===== src/rtl/hit_resolver.sv =====
// Hit resolution for a two-player fighter. It decides when an active attack lands
// and owns health, hitstun, the round countdown and the KO/winner result. One clk is one frame.
module hit_resolver #(
    parameter int HEALTH_INIT    = 3,
    parameter int SPRITE_W       = 64,
    parameter int BASIC_REACH    = 32,
    parameter int DIR_REACH      = 48,
    parameter int BASIC_STUN     = 16,
    parameter int DIR_STUN       = 12,
    parameter int FRAMES_PER_SEC = 60,
    parameter int ROUND_SECS     = 99
) (
    input  logic       clk,
    input  logic       reset,
    input  logic [2:0] state_p1,
    input  logic       attacking_p1,
    input  logic       dir_attacking_p1,
    input  logic [9:0] x_pos_p1,
    input  logic [2:0] state_p2,
    input  logic       attacking_p2,
    input  logic       dir_attacking_p2,
    input  logic [9:0] x_pos_p2,
    output logic [1:0] health_p1,
    output logic [1:0] health_p2,
    output logic       hitstun_p1,
    output logic       hitstun_p2,
    output logic       hit_p1,
    output logic       hit_p2,
    output logic [6:0] round_timer,
    output logic       game_over,
    output logic [1:0] winner
);

    localparam logic [0:0] ST_FIGHT      = 1'b0;
    localparam logic [0:0] ST_KO         = 1'b1;
    localparam logic [2:0] ATTACK_ACTIVE = 3'd6;
    localparam int         FW            = $clog2(FRAMES_PER_SEC);

    logic [0:0]    state_q, state_d;
    logic [1:0]    health_p1_q, health_p1_d, health_p2_q, health_p2_d;
    logic [4:0]    stun_p1_q, stun_p1_d, stun_p2_q, stun_p2_d;
    logic          hit_p1_q, hit_p1_d, hit_p2_q, hit_p2_d;
    logic          lock_p1_q, lock_p1_d, lock_p2_q, lock_p2_d;
    logic [FW-1:0] frame_q, frame_d;
    logic [6:0]    timer_q, timer_d;
    logic [1:0]    winner_q, winner_d;

    logic signed [10:0] gap_raw;
    logic [10:0]        gap, reach_p1, reach_p2;
    logic               fight, connect_p1, connect_p2;

    // One gap serves both players: P1 is always on the left facing right.
    assign gap_raw  = 11'({1'b0, x_pos_p2}) - 11'({1'b0, x_pos_p1}) - 11'(SPRITE_W);
    assign gap      = gap_raw[10] ? 11'd0 : gap_raw;
    assign reach_p1 = dir_attacking_p1 ? 11'(DIR_REACH) : 11'(BASIC_REACH);
    assign reach_p2 = dir_attacking_p2 ? 11'(DIR_REACH) : 11'(BASIC_REACH);

    assign fight      = (state_q == ST_FIGHT);
    assign hitstun_p1 = (stun_p1_q != 5'd0);
    assign hitstun_p2 = (stun_p2_q != 5'd0);

    // Both checks use pre-edge stun, so a same-frame trade lands on both sides.
    assign connect_p1 = fight && (state_p1 == ATTACK_ACTIVE) && !hitstun_p1 && !hitstun_p2
                        && !lock_p1_q && (gap < reach_p1);
    assign connect_p2 = fight && (state_p2 == ATTACK_ACTIVE) && !hitstun_p1 && !hitstun_p2
                        && !lock_p2_q && (gap < reach_p2);

    always_comb begin
        // NOTE: every next-state signal gets a default first so no path infers a latch.
        state_d     = state_q;
        health_p1_d = health_p1_q;
        health_p2_d = health_p2_q;
        frame_d     = frame_q;
        timer_d     = timer_q;
        winner_d    = winner_q;
        hit_p1_d    = connect_p2;
        hit_p2_d    = connect_p1;
        lock_p1_d   = connect_p1 ? 1'b1 : ((state_p1 != ATTACK_ACTIVE) ? 1'b0 : lock_p1_q);
        lock_p2_d   = connect_p2 ? 1'b1 : ((state_p2 != ATTACK_ACTIVE) ? 1'b0 : lock_p2_q);
        stun_p1_d   = hitstun_p1 ? stun_p1_q - 5'd1 : 5'd0;
        stun_p2_d   = hitstun_p2 ? stun_p2_q - 5'd1 : 5'd0;

        if (connect_p2) begin
            stun_p1_d = dir_attacking_p2 ? 5'(DIR_STUN) : 5'(BASIC_STUN);
            if (health_p1_q != 2'd0) health_p1_d = health_p1_q - 2'd1;
        end
        if (connect_p1) begin
            stun_p2_d = dir_attacking_p1 ? 5'(DIR_STUN) : 5'(BASIC_STUN);
            if (health_p2_q != 2'd0) health_p2_d = health_p2_q - 2'd1;
        end

        if (fight) begin
            if (frame_q == FW'(FRAMES_PER_SEC - 1)) begin
                frame_d = '0;
                if (timer_q != 7'd0) timer_d = timer_q - 7'd1;
            end else begin
                frame_d = frame_q + 1'b1;
            end

            if (health_p1_d == 2'd0 || health_p2_d == 2'd0 || timer_d == 7'd0) begin
                state_d   = ST_KO;
                stun_p1_d = 5'd0;
                stun_p2_d = 5'd0;
                // A health KO outranks a timeout landing on the same frame.
                if (health_p1_d == 2'd0 && health_p2_d == 2'd0) winner_d = 2'b11;
                else if (health_p2_d == 2'd0)                   winner_d = 2'b01;
                else if (health_p1_d == 2'd0)                   winner_d = 2'b10;
                else if (health_p1_d > health_p2_d)             winner_d = 2'b01;
                else if (health_p1_d < health_p2_d)             winner_d = 2'b10;
                else                                            winner_d = 2'b11;
            end
        end else begin
            stun_p1_d = 5'd0;
            stun_p2_d = 5'd0;
            hit_p1_d  = 1'b0;
            hit_p2_d  = 1'b0;
        end
    end

    // NOTE: sequential state uses non-blocking assignments only; next-state is built above.
    always_ff @(posedge clk or negedge reset) begin
        if (!reset) begin
            state_q     <= ST_FIGHT;
            health_p1_q <= 2'(HEALTH_INIT);
            health_p2_q <= 2'(HEALTH_INIT);
            stun_p1_q   <= 5'd0;
            stun_p2_q   <= 5'd0;
            hit_p1_q    <= 1'b0;
            hit_p2_q    <= 1'b0;
            lock_p1_q   <= 1'b0;
            lock_p2_q   <= 1'b0;
            frame_q     <= '0;
            timer_q     <= 7'(ROUND_SECS);
            winner_q    <= 2'b00;
        end else begin
            state_q     <= state_d;
            health_p1_q <= health_p1_d;
            health_p2_q <= health_p2_d;
            stun_p1_q   <= stun_p1_d;
            stun_p2_q   <= stun_p2_d;
            hit_p1_q    <= hit_p1_d;
            hit_p2_q    <= hit_p2_d;
            lock_p1_q   <= lock_p1_d;
            lock_p2_q   <= lock_p2_d;
            frame_q     <= frame_d;
            timer_q     <= timer_d;
            winner_q    <= winner_d;
        end
    end

    assign health_p1   = health_p1_q;
    assign health_p2   = health_p2_q;
    assign hit_p1      = hit_p1_q;
    assign hit_p2      = hit_p2_q;
    assign round_timer = timer_q;
    assign game_over   = (state_q == ST_KO);
    assign winner      = winner_q;

endmodule

===== config.mk =====
export PLATFORM = sky130hd
export DESIGN_NAME = hit_resolver
export DESIGN_NICKNAME = d
export VERILOG_FILES = /design/src/rtl/hit_resolver.sv
export SDC_FILE = /design/constraint.sdc
export NUM_CORES = 1
export LEC_CHECK = 0
export CAP_MARGIN = 10
export CORE_MARGIN = 2
export CORE_UTILIZATION = 54
export CTS_BUF_LIST = sky130_fd_sc_hd__clkbuf_8
export DETAILED_ROUTE_END_ITERATION = 7
export PLACE_DENSITY = 0.82
export SLEW_MARGIN = 20
export SYNTH_ARGS = -nofsm -noshare
export SYNTH_HDL_FRONTEND = slang
export SYNTH_SLANG_ARGS = --single-unit

===== constraint.sdc =====
create_clock -name clk -period 3.7 [get_ports clk]
set_clock_uncertainty 0.15 [all_clocks]
set_input_delay 0.37 -clock clk [delete_from_list [all_inputs] [get_ports clk]]
set_output_delay 0.37 -clock clk [all_outputs]
set_load 0.005 [all_outputs]

======== After elaboration in Yosys (flattened, before gate mapping) ========
Index checks and enable logic that the tools add are counted.
word-level totals
  bits in registers ....................... 34
  bits of input ports ..................... 32
  word-level logic and storage cells ...... 92
  output and inout bits ................... 18
cells by class
  order comparisons ....................... 4
  multiplexer cells ....................... 34
  add/sub/neg operators ................... 8
  reduce and logical (&&, ||, !) cells .... 28
  bitwise logic cells ..................... 1
  eq/ne operators ......................... 5
operator list
  kind                                                number
  two-way mux 5 bit                                   12
  two-way mux 7 bit                                   3
  less-than comparator 10 x 6 -> 1 bit                2
  two-way mux 2 bit                                   8
  logical AND 1 bit                                   11
  subtractor 10 x 10 -> 11 bit                        1
  subtractor 11 x 7 -> 11 bit, second input constant  1
  two-way mux 10 bit                                  1
  nonzero test 5 bit                                  2
  subtractor 5 x 1 -> 5 bit, second input constant    2
  two-way mux 1 bit                                   9
  nonzero test 2 bit                                  4
  zero test 7 bit                                     1
  nonzero test 7 bit                                  1
  subtractor 7 x 1 -> 7 bit, second input constant    1
  adder 6 x 1 -> 6 bit, second input constant         1
  equality test 3 bit, second input constant          2
  equality test 6 bit, second input constant          1
  two-way mux 6 bit                                   1
  inequality test 3 bit, second input constant        2
  zero test 1 bit                                     4
  zero test 2 bit                                     2
  subtractor 2 x 1 -> 2 bit, second input constant    2
  > comparator 2 bit                                  1
  other kinds (4)                                     5

======== Longest topological paths before layout ========
Gate-level depths: netlist (run 1).
  word-level depth ........................ 13
  gate-level depth with buffers ........... 18
  mapped depth without buffers ............ 18

======== Worst setup path before layout (run 1) ========
OpenSTA, ideal clock, no wires.
  kind .................................... input -> register
  start point ............................. input port x_pos_p1[5]
  end point ............................... register winner_q[0], in the netlist winner[0]
  required time ........................... 3.429 ns
  arrival ................................. 3.410 ns
  path buffers ............................ 0
  setup slack ............................. 0.019 ns
  library setup time ...................... 0.121 ns
  cell stages on the path ................. 16
  cells stage by stage .................... inv_1 > ha_1 > ha_1 > a21o_1 > or4_1 > a21oi_1 > o311a_1 > o21ai_2 > o21ai_1 > nand2_1 > o21a_1 > ha_1 > nor2b_1 > o21ai_0 > o21bai_1 > a22o_1
on the way
  word-level cells in the longest chain between the ends .. 12
  elaborated cells between the ends (all ways) .. 22
  those cells by class .................... add/sub (2); order compare (4); mux (8); reduce/logical (8)
ends and longest elaborated chain
  item                                      RTL line  text
  from (decl)                               18        input logic [9:0] x_pos_p1,
  subtractor 10 x 10 -> 11 bit (*)          53        assign gap_raw = 11'({1'b0, x_pos_p2}) - 11'({1'b0, x_pos_p1}) - 11'(SPRITE_W);
  subtractor 11 x 7 -> 11 bit (*)           53
  two-way mux 10 bit (*)                    54        assign gap = gap_raw[10] ? 11'd0 : gap_raw;
  less-than comparator 10 x 6 -> 1 bit (*)  66        && !lock_p2_q && (gap < reach_p2);
  logical AND 1 bit (*)                     66
  two-way mux 2 bit (*)                     83        if (connect_p2) begin
  named net health_p1_d[1]                  40        logic [1:0] health_p1_q, health_p1_d, health_p2_q, health_p2_d;
  less-than comparator 2 bit                109       else if (health_p1_d < health_p2_d) winner_d = 2'b10;
  two-way mux 1 bit                         109
  two-way mux 2 bit                         108       else if (health_p1_d > health_p2_d) winner_d = 2'b01;
  two-way mux 2 bit                         107       else if (health_p1_d == 2'd0) winner_d = 2'b10;
  two-way mux 2 bit                         106       else if (health_p2_d == 2'd0) winner_d = 2'b01;
  two-way mux 2 bit                         105       if (health_p1_d == 2'd0 && health_p2_d == 2'd0) winner_d = 2'b11;
  to (signal assigned)                      147       winner_q <= winner_d;
  to (decl)                                 46        logic [1:0] winner_q, winner_d;
Mark *: on every way through the listed nets, which the timed path passes. The rest lies on a longest branch.
A chain may end at the register's enable or synchronous reset.

======== Worst setup path in the final report (run 1) ========
  start point ............................. input port x_pos_p1[8]
  end point ............................... register winner_q[0], in the netlist winner[0]
The elaborated chain is that of the path after synthesis.

==> results of run 1 <==
-- cell type report --
type | instances | area, um^2 | share of cell area [%]
Clock buffer | 6 | 82.58 | 2.158
Clock inverter | 2 | 33.78 | 0.8829
Inverter | 31 | 116.4 | 3.041
Multi-Input combinational cell | 214 | 1809 | 47.29
Sequential cell | 34 | 860.8 | 22.50
Tap cell | 52 | 65.06 | 1.700
Timing Repair Buffer | 94 | 858.3 | 22.43
-- layer usage --
metal	global-route usage (%)	routed length (um)	vias up
met5	0	0	-
met4	11.11	466	0
li1	-	-	1202
met2	50.10	4321	137
met3	5.626	456	43
met1	26.30	3181	1255
-- cells in the mapped netlist, drive strengths merged (2+ instances only) --
cell	instances
o211ai	2
o31ai	4
a31oi	6
a2111oi	2
dfstp	8
dfrtp	26
mux2i	2
a311oi	2
mux2	4
a21oi	12
or3	5
xor2	8
ha	24
nor2b	5
or4	3
nor2	19
and3b	2
nand2b	4
nand3	9
o21ai	24
nor4	2
inv	31
nand3b	3
a21o	3
nor3	20
nand2	27
clkbuf	3
o21a	5
-- kinds of logic after synthesis --
| kind of cell | Yosys count |
|---|---|
| fa+ha+maj | 24 |
| simple gates | 104 |
| xor+xnor | 9 |
| flops | 34 |
| buf+inv | 35 |
| compound gates | 71 |
| mux | 6 |
-- critical path, stage by stage --
cell	delay, ns
clkdlybuf4s50_1	0.52
ha_4	0.33
inv_2	0.04
ha_4	0.27
nand2_1	0.07
a2111oi_2	0.46
o31a_1	0.28
o21ai_4	0.08
o21ai_2	0.20
nand2_2	0.09
o21a_1	0.24
ha_4	0.23
nor2b_1	0.13
o21ai_1	0.11
o21bai_1	0.08
a22o_1	0.23
-- sequential cells by signal, indices dropped and copies added, names as in the netlist --
register and cells:
lock_p2_q 1, health_p2 2, hit_p2 1, health_p1 2
winner 2, frame_q 6, hit_p1 1, stun_p1_q 5
game_over 1, lock_p1_q 1, stun_p2_q 5, round_timer 7
-- final timing paths --
path	end	slack, ns
setup / recovery	winner[0]	-0.03
setup reg to reg	winner[0]	0.19
hold / removal	stun_p1_q[0]	0.33
hold reg to reg	frame_q[4]	0.33
min in group clk	frame_q[4]	0.33
max in group asynchronous	health_p2[0]	2.72
-- report_power, final --
| part | switching (uW) | internal (uW) | total [uW] |
|---|---|---|---|
| combinational | 157 | 168 | 325 |
| sequential | 0 | 372 | 372 |
| clock | 139 | 217 | 356 |
| total | 296 | 757 | 1050 |
-- cell usage in the layout, fill, tap and decap left out, drive strengths merged, types with 3 or more instances in the layout --
master,n
buf,47
clkdlybuf4s50,33
inv,32
nand2,27
dfrtp,26
ha,24
o21ai,24
nor3,20
nor2,19
dlymetal6s2s,13
a21oi,12
nand3,9
xor2,8
dfstp,8
a31oi,6
clkbuf,6
nor2b,5
o21a,5
or3,5
o31ai,4
nand2b,4
mux2,4
a21o,3
nand3b,3
or4,3
-- through the flow --
step	power, uW	worst slack [ns]	TNS (ns)	hold WS (ns)	std cells
3_3_place_gp	581.2	-0.4376	-1.025	0.3027	410
3_5_place_dp	587.3	-0.4964	-1.732	0.3095	410
5_1_grt	1092	-0.1715	-0.6552	0.3625	433
2_1_floorplan	483.3	0.01938	0	-0.07559	283
6_report	1053	-0.02743	-0.03236	0.3330	433
4_1_cts	963.4	0.006776	0	0.3188	429
-- timing repair --
action / in CTS / in global routing
resized for setup: 20 / 57
pin swaps: 17 / 22
setup buffers: 11 / 4
setup endpoints to repair: 2 / 12
hold buffers: 0 / 0
==> impl_metrics.toml, run 1 <==
[pwr]
vdd_drop_max_uv = 233.8
power_density_nw_per_um2 = 275.2
p_leak_uw = 0.001741

[sta]
setup_slack_ns = -0.02743
worst-slew-pin-transition_ns = 0.5502
fmax_mhz = 268.3
finalCritPeriodShare_pct = 100.7
min_period_ns = 3.727
hold_viol = 0
finalSetupViolations = 2
max_slew_margin_pct = 63.04
slew_violations = 0

[critical_path]
r2r_cells = 17
critPathArrivalTime_ns = 3.75
r2r-start = "stun_p1_q[0]"
worstSetupPathType = "in2reg"
endpoint_kind = "register"
cp.required_ns = 3.72
cp_max_fo = 3
startpoint = "x_pos_p1[8]"
start_kind = "primary input"

[job]
max-cap-violations = 0

[synth]
yosysSeqAreaShare_pct = 34.77
synth_top_family_by_area = "simple AND/OR/NAND/NOR gates"
yosysTopAreaCell = "dfrtp_1"
synth_top_area_share_pct = 26.28
synth.area.top_cells = "dfrtp_1 26%, ha_1 12%, dfstp_2 8.5%, inv_1 4.5%, nand2_1 4.1%"
synth_compound_area_share_pct = 19.81
async_flop_share_pct = 100.0
synthXorXnorAreaFrac_pct = 3.183
synth_nets = 339
synthFlopType = "dfrtp_1"
synth.area.mux_share_pct = 2.628
synth.cell_area_um2 = 2476
yosys_warnings = 0
postSynthCellCount = 283
syn_avg_cell_area_um2 = 8.750
synth_fa_ha_area_share_pct = 12.13
synth_edf_count = 0
synth-seq-cells = 34
yosys.area_share.simple_pct = 21.88
ys_types = 56

[layout]
nNetsFinal = 436
drive_above_1_share_pct = 32.55
syn_to_final_growth_pct = 54.52
fillers = 192
final_cell_area_um2 = 3826
antenna-diode-count = 0
fin_util_pct = 87.27

[routing]
wirelength_mm = 8.425
route.detailed.drc = 0
routedWlPerCell_um = 19.46
vias = 2637
vias_per_cell = 6.090
postRouteAntennaNets = 0
dr.pass1.iters = 4
drtIter0Drc = 130

[clock_network]
cts.sinks = 34
clock_path_buffers = 2
clk_latency_ns = 0.30
clk_pin_slew_ns = 0.08
cts_buffers = 5
htree_num_levels = 2
cts_root_buf = "clkbuf_8"
cts_tree = "done"

[placement]
placed_cell_area_um2 = 3229
dpl.hpwl_mm = 4.283
place.gp.congestion = 0.9102
port_buffers = 47

[hold_path]
hold_class = "in2async"

[run_status]
outcome = "finished, violations left"
violations = "setup timing"

[grt]
grt_pass1_wl_mm = 10.59
grt_usage_pct = 25.88
grt-ovfl-total = 0
grt_pass1_vias = 2566
antenna_found_initial = 0
grt_max_degree = 35

[floorplanning]
coreArea_um2 = 4384
start_util_pct = 56.48
dieArea_um2 = 5143
die_x_um = 71.72
die_h_um = 71.72
io-pin-count = 50
num_rows = 24
Power figures use the tool's default switching activity.
==> run 2, diff against run 1 <==
--- a/config.mk
+++ b/config.mk
@@ -5,7 +5,6 @@
 export SDC_FILE = /design/constraint.sdc
 export NUM_CORES = 1
 export LEC_CHECK = 0
-export CAP_MARGIN = 10
 export CORE_MARGIN = 2
 export CORE_UTILIZATION = 54
 export CTS_BUF_LIST = sky130_fd_sc_hd__clkbuf_8
==> results of run 2 <==
Final layout, timing and power as in run 1 (identical DEF).
==> variant 1, RTL diff (config.mk and constraints of run 1) <==
The parameter `FRAMES_PER_SEC` goes from 60 to 90.
--- a/src/rtl/hit_resolver.sv
+++ b/src/rtl/hit_resolver.sv
@@ -8,5 +8,5 @@
     parameter int BASIC_STUN     = 16,
     parameter int DIR_STUN       = 12,
-    parameter int FRAMES_PER_SEC = 60,
+    parameter int FRAMES_PER_SEC = 90,
     parameter int ROUND_SECS     = 99
 ) (
Formal check against the unedited RTL: same outputs for any inputs over 10 cycles, from zero or initial values and one cycle with reset low; that may be too few to reach the edited logic, so the function may still have changed.
==> variant 1 against run 1 <==
The flow finishes with violations (design-rule violations, negative setup slack). Critical path depth is 4 higher. Global-route usage grew 7.4 points. Design area is 12% higher. Sequential cell count grew 1. Wire length rose by 43%. Total power rose by 3.4%. Setup slack worse by 0.15 ns. Synthesized area grew 5.6%.
==> variant 1: results (changes against run 1) <==
[cells_and_area]
drive_gt1_frac = 0.4501  ; was 0.3255
fill_cells = 170  ; was 192
regArea_um2 = 885.9  ; was 860.8 um^2

[status]
outcome = finished, violations left  ; unchanged
violations = design-rule violations, negative setup slack  ; was negative setup slack

[setup_path]
reg2reg_slack_ns = -0.14  ; was 0.19 ns
cp_slowest_stage_delay_ns = 0.38  ; was 0.52 ns
startpoint = x_pos_p1[4]  ; was x_pos_p1[8]
slowest_stage = or3_4  ; was clkdlybuf4s50_1
arrival_ns = 3.98  ; was 3.75 ns
crit_fanout = 4  ; was 3

[pwr]
peakVddDrop_mv = 0.3463  ; was 0.2338 mV
power.leakage_nw = 1.855  ; was 1.741 nW
switching_share = 0.3489  ; was 0.2811

[logic_synthesis]
synthTopCellsByArea = dfrtp_1 26%, ha_1 12%, dfstp_2 8.0%  ; was dfrtp_1 26%, ha_1 12%, dfstp_2 8.5%
synth.distinct_cells = 59  ; was 56
syn_nets = 353  ; was 339
yosysSeqAreaShare = 0.3388  ; was 0.3477

[placed_design]
dp_hpwl_mm = 5.136  ; was 4.283 mm
place_area_mm2 = 0.003465  ; was 0.003229 mm^2
gp_congestion = 0.9286  ; was 0.9102

[detailed_routing]
drt-vias-per-instance = 7.138  ; was 6.090
dr_wl_met3_mm = 1.339  ; was 456 um
dr.pass1.iters = 8  ; was 4
drc = 1  ; was 0
wl_met2_mm = 5.432  ; was 4.321 mm
drt-initial-drc-count = 559  ; was 130
wl_per_cell_um = 25.96  ; was 19.46 um
drt-met1-wl_mm = 4.259  ; was 3.181 mm

[grt]
grt_pass1_vias = 2808  ; was 2566
grt_pass1_wl_mm = 13.63  ; was 10.59 mm
grt_start_max_net_pins = 36  ; was 35

[timing]
setup_viol = 2  ; unchanged
setup_slack_ns = -0.1744  ; was -0.02743 ns
tns_ns = -0.1868  ; was -0.03236 ns
whs_ns = 0.3239  ; was 0.3330 ns

[variant 1: stage by stage]
step	std cells	power, mW
5_1_grt	465	1.110
4_1_cts	450	0.9612
2_1_floorplan	296	0.5001
6_report	465	1.089
3_5_place_dp	435	0.6184
3_3_place_gp	435	0.6098
[variant 1: layer usage]
layer,vias up,global-route usage
met5,-,0
met4,0,0.1657
met3,136,0.05898
met2,358,0.5585
met1,1540,0.4090
li1,1285,-
[variant 1: logic make-up after synthesis]
group,count (synthesis),share of synthesized area
adder cells (fa/ha/maj),25,0.1196
multiplexers,5,0.01962
AO/OA/AOI/OAI,67,0.1981
buffers and inverters,45,0.06554
AND/OR/NAND/NOR,108,0.2215
XOR/XNOR,11,0.03684
flip-flops,35,0.3388
[variant 1: final cells by class]
cell class	count	share of cell area
flip-flops and latches	35	0.2065
multi-input cells	216	0.4942
repair buffers	112	0.2275
clock buffers	5	0.01604
well taps	54	0.01575
inverters	40	0.03617
clock inverters	3	0.003792
[variant 1: final timing paths]
| path | endpoint | cells past startpoint |
|---|---|---|
| worst max-delay path | winner[1] | 20 |
| worst min-delay path | lock_p2_q | 2 |
| worst max register to register | winner[1] | 18 |
| worst min register to register | stun_p2_q[0] | 1 |
| max in group asynchronous | round_timer[6] | 2 |
| min in group clk | stun_p2_q[0] | 1 |
[variant 1: power by group through the flow]
| stage | Sequential [mW] | Clock [mW] | Combinational, mW |
|---|---|---|---|
| after floorplan | 0.390 | 0 | 0.110 |
| after global placement | 0.390 | 0 | 0.220 |
| after detailed placement | 0.390 | 0 | 0.229 |
| after CTS | 0.383 | 0.280 | 0.298 |
| after global routing | 0.383 | 0.309 | 0.419 |
| final | 0.383 | 0.299 | 0.408 |
[variant 1: repair_timing]
item                                    CTS  global route
pin swaps                                30            39
endpoints found under the setup margin    2             2
setup buffers                             7            15
gates resized for setup                  61            89
gates cloned                              0             0
hold buffers                              0             0
[variant 1: critical path: cells and delay by family]
family                     cells  cell delay [ns]
and+or+nand+nor                3             0.75
adders and majority gates      3             0.56
AOI/OAI and AO/OA              9             1.74
buffers and inverters          4             0.34
muxes                          1             0.22
==> variant 2, RTL diff (flow settings as in run 1) <==
Made on the original files. Make the reset (`reset`) synchronous in one clocked block.
--- a/src/rtl/hit_resolver.sv
+++ b/src/rtl/hit_resolver.sv
@@ -119,5 +119,5 @@
 
     // NOTE: sequential state uses non-blocking assignments only; next-state is built above.
-    always_ff @(posedge clk or negedge reset) begin
+    always_ff @(posedge clk) begin
         if (!reset) begin
             state_q     <= ST_FIGHT;
Check against the original RTL: differs if reset is asserted again (counterexample within 4 cycles, from zero or initial values and one cycle with reset low); with reset held inactive, the same outputs for 10 cycles.
==> variant 2 against run 1 <==
The flow still finishes with violations (negative setup slack). Count of clock-buffer cells in the layout is 1 lower. Wire length is 15% higher. Setup slack worse by 0.13 ns. Sequential share of layout area is 4.6 points lower. Synthesized cell count is 9.5% higher. Synthesized area is 2.0% lower. Worst hold slack worse by 0.029 ns. Critical path depth is 5 higher. Maximum frequency is 3.4% lower. Global-route usage is 4.5 points higher. Sequential cell count stayed put. Design area is 0.23% lower. Largest cell class unchanged.
Power is not compared: it rests on default switching activity, and its combinational part moved more than twofold at a synthesized area within 25%.
==> variant 2: results (changes against run 1) <==
[logic_synthesis]
yosysSeqAreaShare = 0.2804  ; was 0.3477
synthTopCellsByArea = dfxtp_1 28%, ha_1 12%, a21oi_1 5.6%  ; was dfrtp_1 26%, ha_1 12%, dfstp_2 8.5%
synth.distinct_cells = 53  ; was 56
synth.cells.most_frequent = 34 x dfxtp_1, 33 x nor2_1, 30 x nand2_1  ; was 30 x inv_1, 27 x nand2_1, 26 x dfrtp_1
synthCells = 310  ; was 283
synthArstFlopShare = 0  ; was 1.000

[grt]
grt_pass1_wl_mm = 12.04  ; was 10.59 mm
grt_usage = 0.3036  ; was 0.2588

[placed_design]
dp_hpwl_mm = 4.616  ; was 4.283 mm
dp.cells = 442  ; was 410
gp_congestion = 0.8920  ; was 0.9102
place_area_mm2 = 0.003234  ; was 0.003229 mm^2

[detailed_routing]
drt-initial-drc-count = 321  ; was 130
routed_wl_mm = 9.700  ; was 8.425 mm
drt-vias-per-instance = 6.289  ; was 6.090

[status]
outcome = finished, violations left  ; unchanged
violations = negative setup slack  ; unchanged

[worst_hold_path]
holdCritPathClass = flip-flop to flip-flop  ; was primary input to asynchronous set/reset pin

[setup_path]
startpoint = x_pos_p1[2]  ; was x_pos_p1[8]
arrival_ns = 3.94  ; was 3.75 ns
crit_end = winner[1]  ; was winner[0]
reg2reg_from = stun_p2_q[0]  ; was stun_p1_q[0]

[cells_and_area]
fin_nets = 463  ; was 436

[timing]
tns_ns = -0.2529  ; was -0.03236 ns
setup_slack_ns = -0.1577  ; was -0.02743 ns
setup_viol = 2  ; unchanged

variant 2: cell types whose count changed after synthesis, sizes merged, moves of 8 or more:
cell / delta
a21oi: +15
dfrtp: -26
dfstp: -8
dfxtp: +34
nor2: +15
o21ai: -8
variant 2: timing repair:
item                                    CTS  global route
pin swaps                                34            26
gates resized for setup                  64            31
buffers inserted                          4             6
endpoints found under the setup margin    3             2
variant 2: power by group through the flow:
stage               Sequential (mW)  Combinational (mW)  Clock, mW
finish                        0.438               0.840      0.426
global route                  0.442               0.877      0.434
CTS                           0.432               0.654      0.417
detailed placement            0.441               0.583          0
global placement              0.438               0.561          0
floorplan                     0.435               0.372          0
variant 2: per-layer routing:
metal	global-route usage	wire (um)	vias up
met3	0.05556	713	61
li1	-	-	1274
met5	0	0	-
met4	0.1342	598	0
met1	0.3436	3568	1379
met2	0.5524	4819	185
variant 2: how the worst min path moves through the flow:
stage | endpoint | slack (ns)
after floorplan | stun_p1_q[0] | 0.27
after global placement | stun_p1_q[0] | 0.29
after detailed placement | stun_p1_q[0] | 0.30
after CTS | stun_p1_q[0] | 0.31
after global routing | stun_p2_q[0] | 0.32
final | stun_p2_q[0] | 0.30
variant 2: final cells by class:
| cell class | count | area, um^2 | share of cell area |
|---|---|---|---|
| multi-input cells | 242 | 1999 | 0.5238 |
| repair buffers | 94 | 815.8 | 0.2137 |
| flip-flops and latches | 34 | 681.9 | 0.1786 |
| inverters | 30 | 115.1 | 0.03015 |
| clock buffers | 5 | 68.82 | 0.01803 |
| clock inverters | 3 | 68.82 | 0.01803 |
| well taps | 52 | 65.06 | 0.01704 |
| diodes | 1 | 2.502 | 0.0006555 |
variant 2: cells by family (layout without fill, tap and decap cells):
family	count (synthesis)	count (layout)
adders and majority gates	24	24
other	0	1
muxes	11	11
buffers and inverters	34	132
AOI/OAI and AO/OA	65	65
xor gates and xnor gates	14	14
DFF	34	34
and+or+nand+nor	128	128
variant 2: critical path, cell delays in order:
cell and delay, ns:
clkdlybuf4s15_1 0.22, inv_2 0.06, ha_4 0.28, ha_4 0.19
and2_4 0.16, buf_4 0.15, a2111oi_4 0.31, buf_4 0.18
nor3_2 0.07, and4b_1 0.32, nand2_1 0.12, a21oi_1 0.21
nand2b_4 0.20, mux2i_4 0.30, ha_4 0.17, inv_2 0.04
a21oi_4 0.16, a21oi_2 0.05, nor3_1 0.16, a21oi_1 0.09
a31oi_1 0.12
variant 2: through the flow:
step,power [mW],hold WS (ns)
after floorplan,0.8073,0.2740
after global placement,0.9987,0.2925
after detailed placement,1.024,0.2969
after CTS,1.504,0.3076
after global routing,1.753,0.3210
final,1.704,0.3039
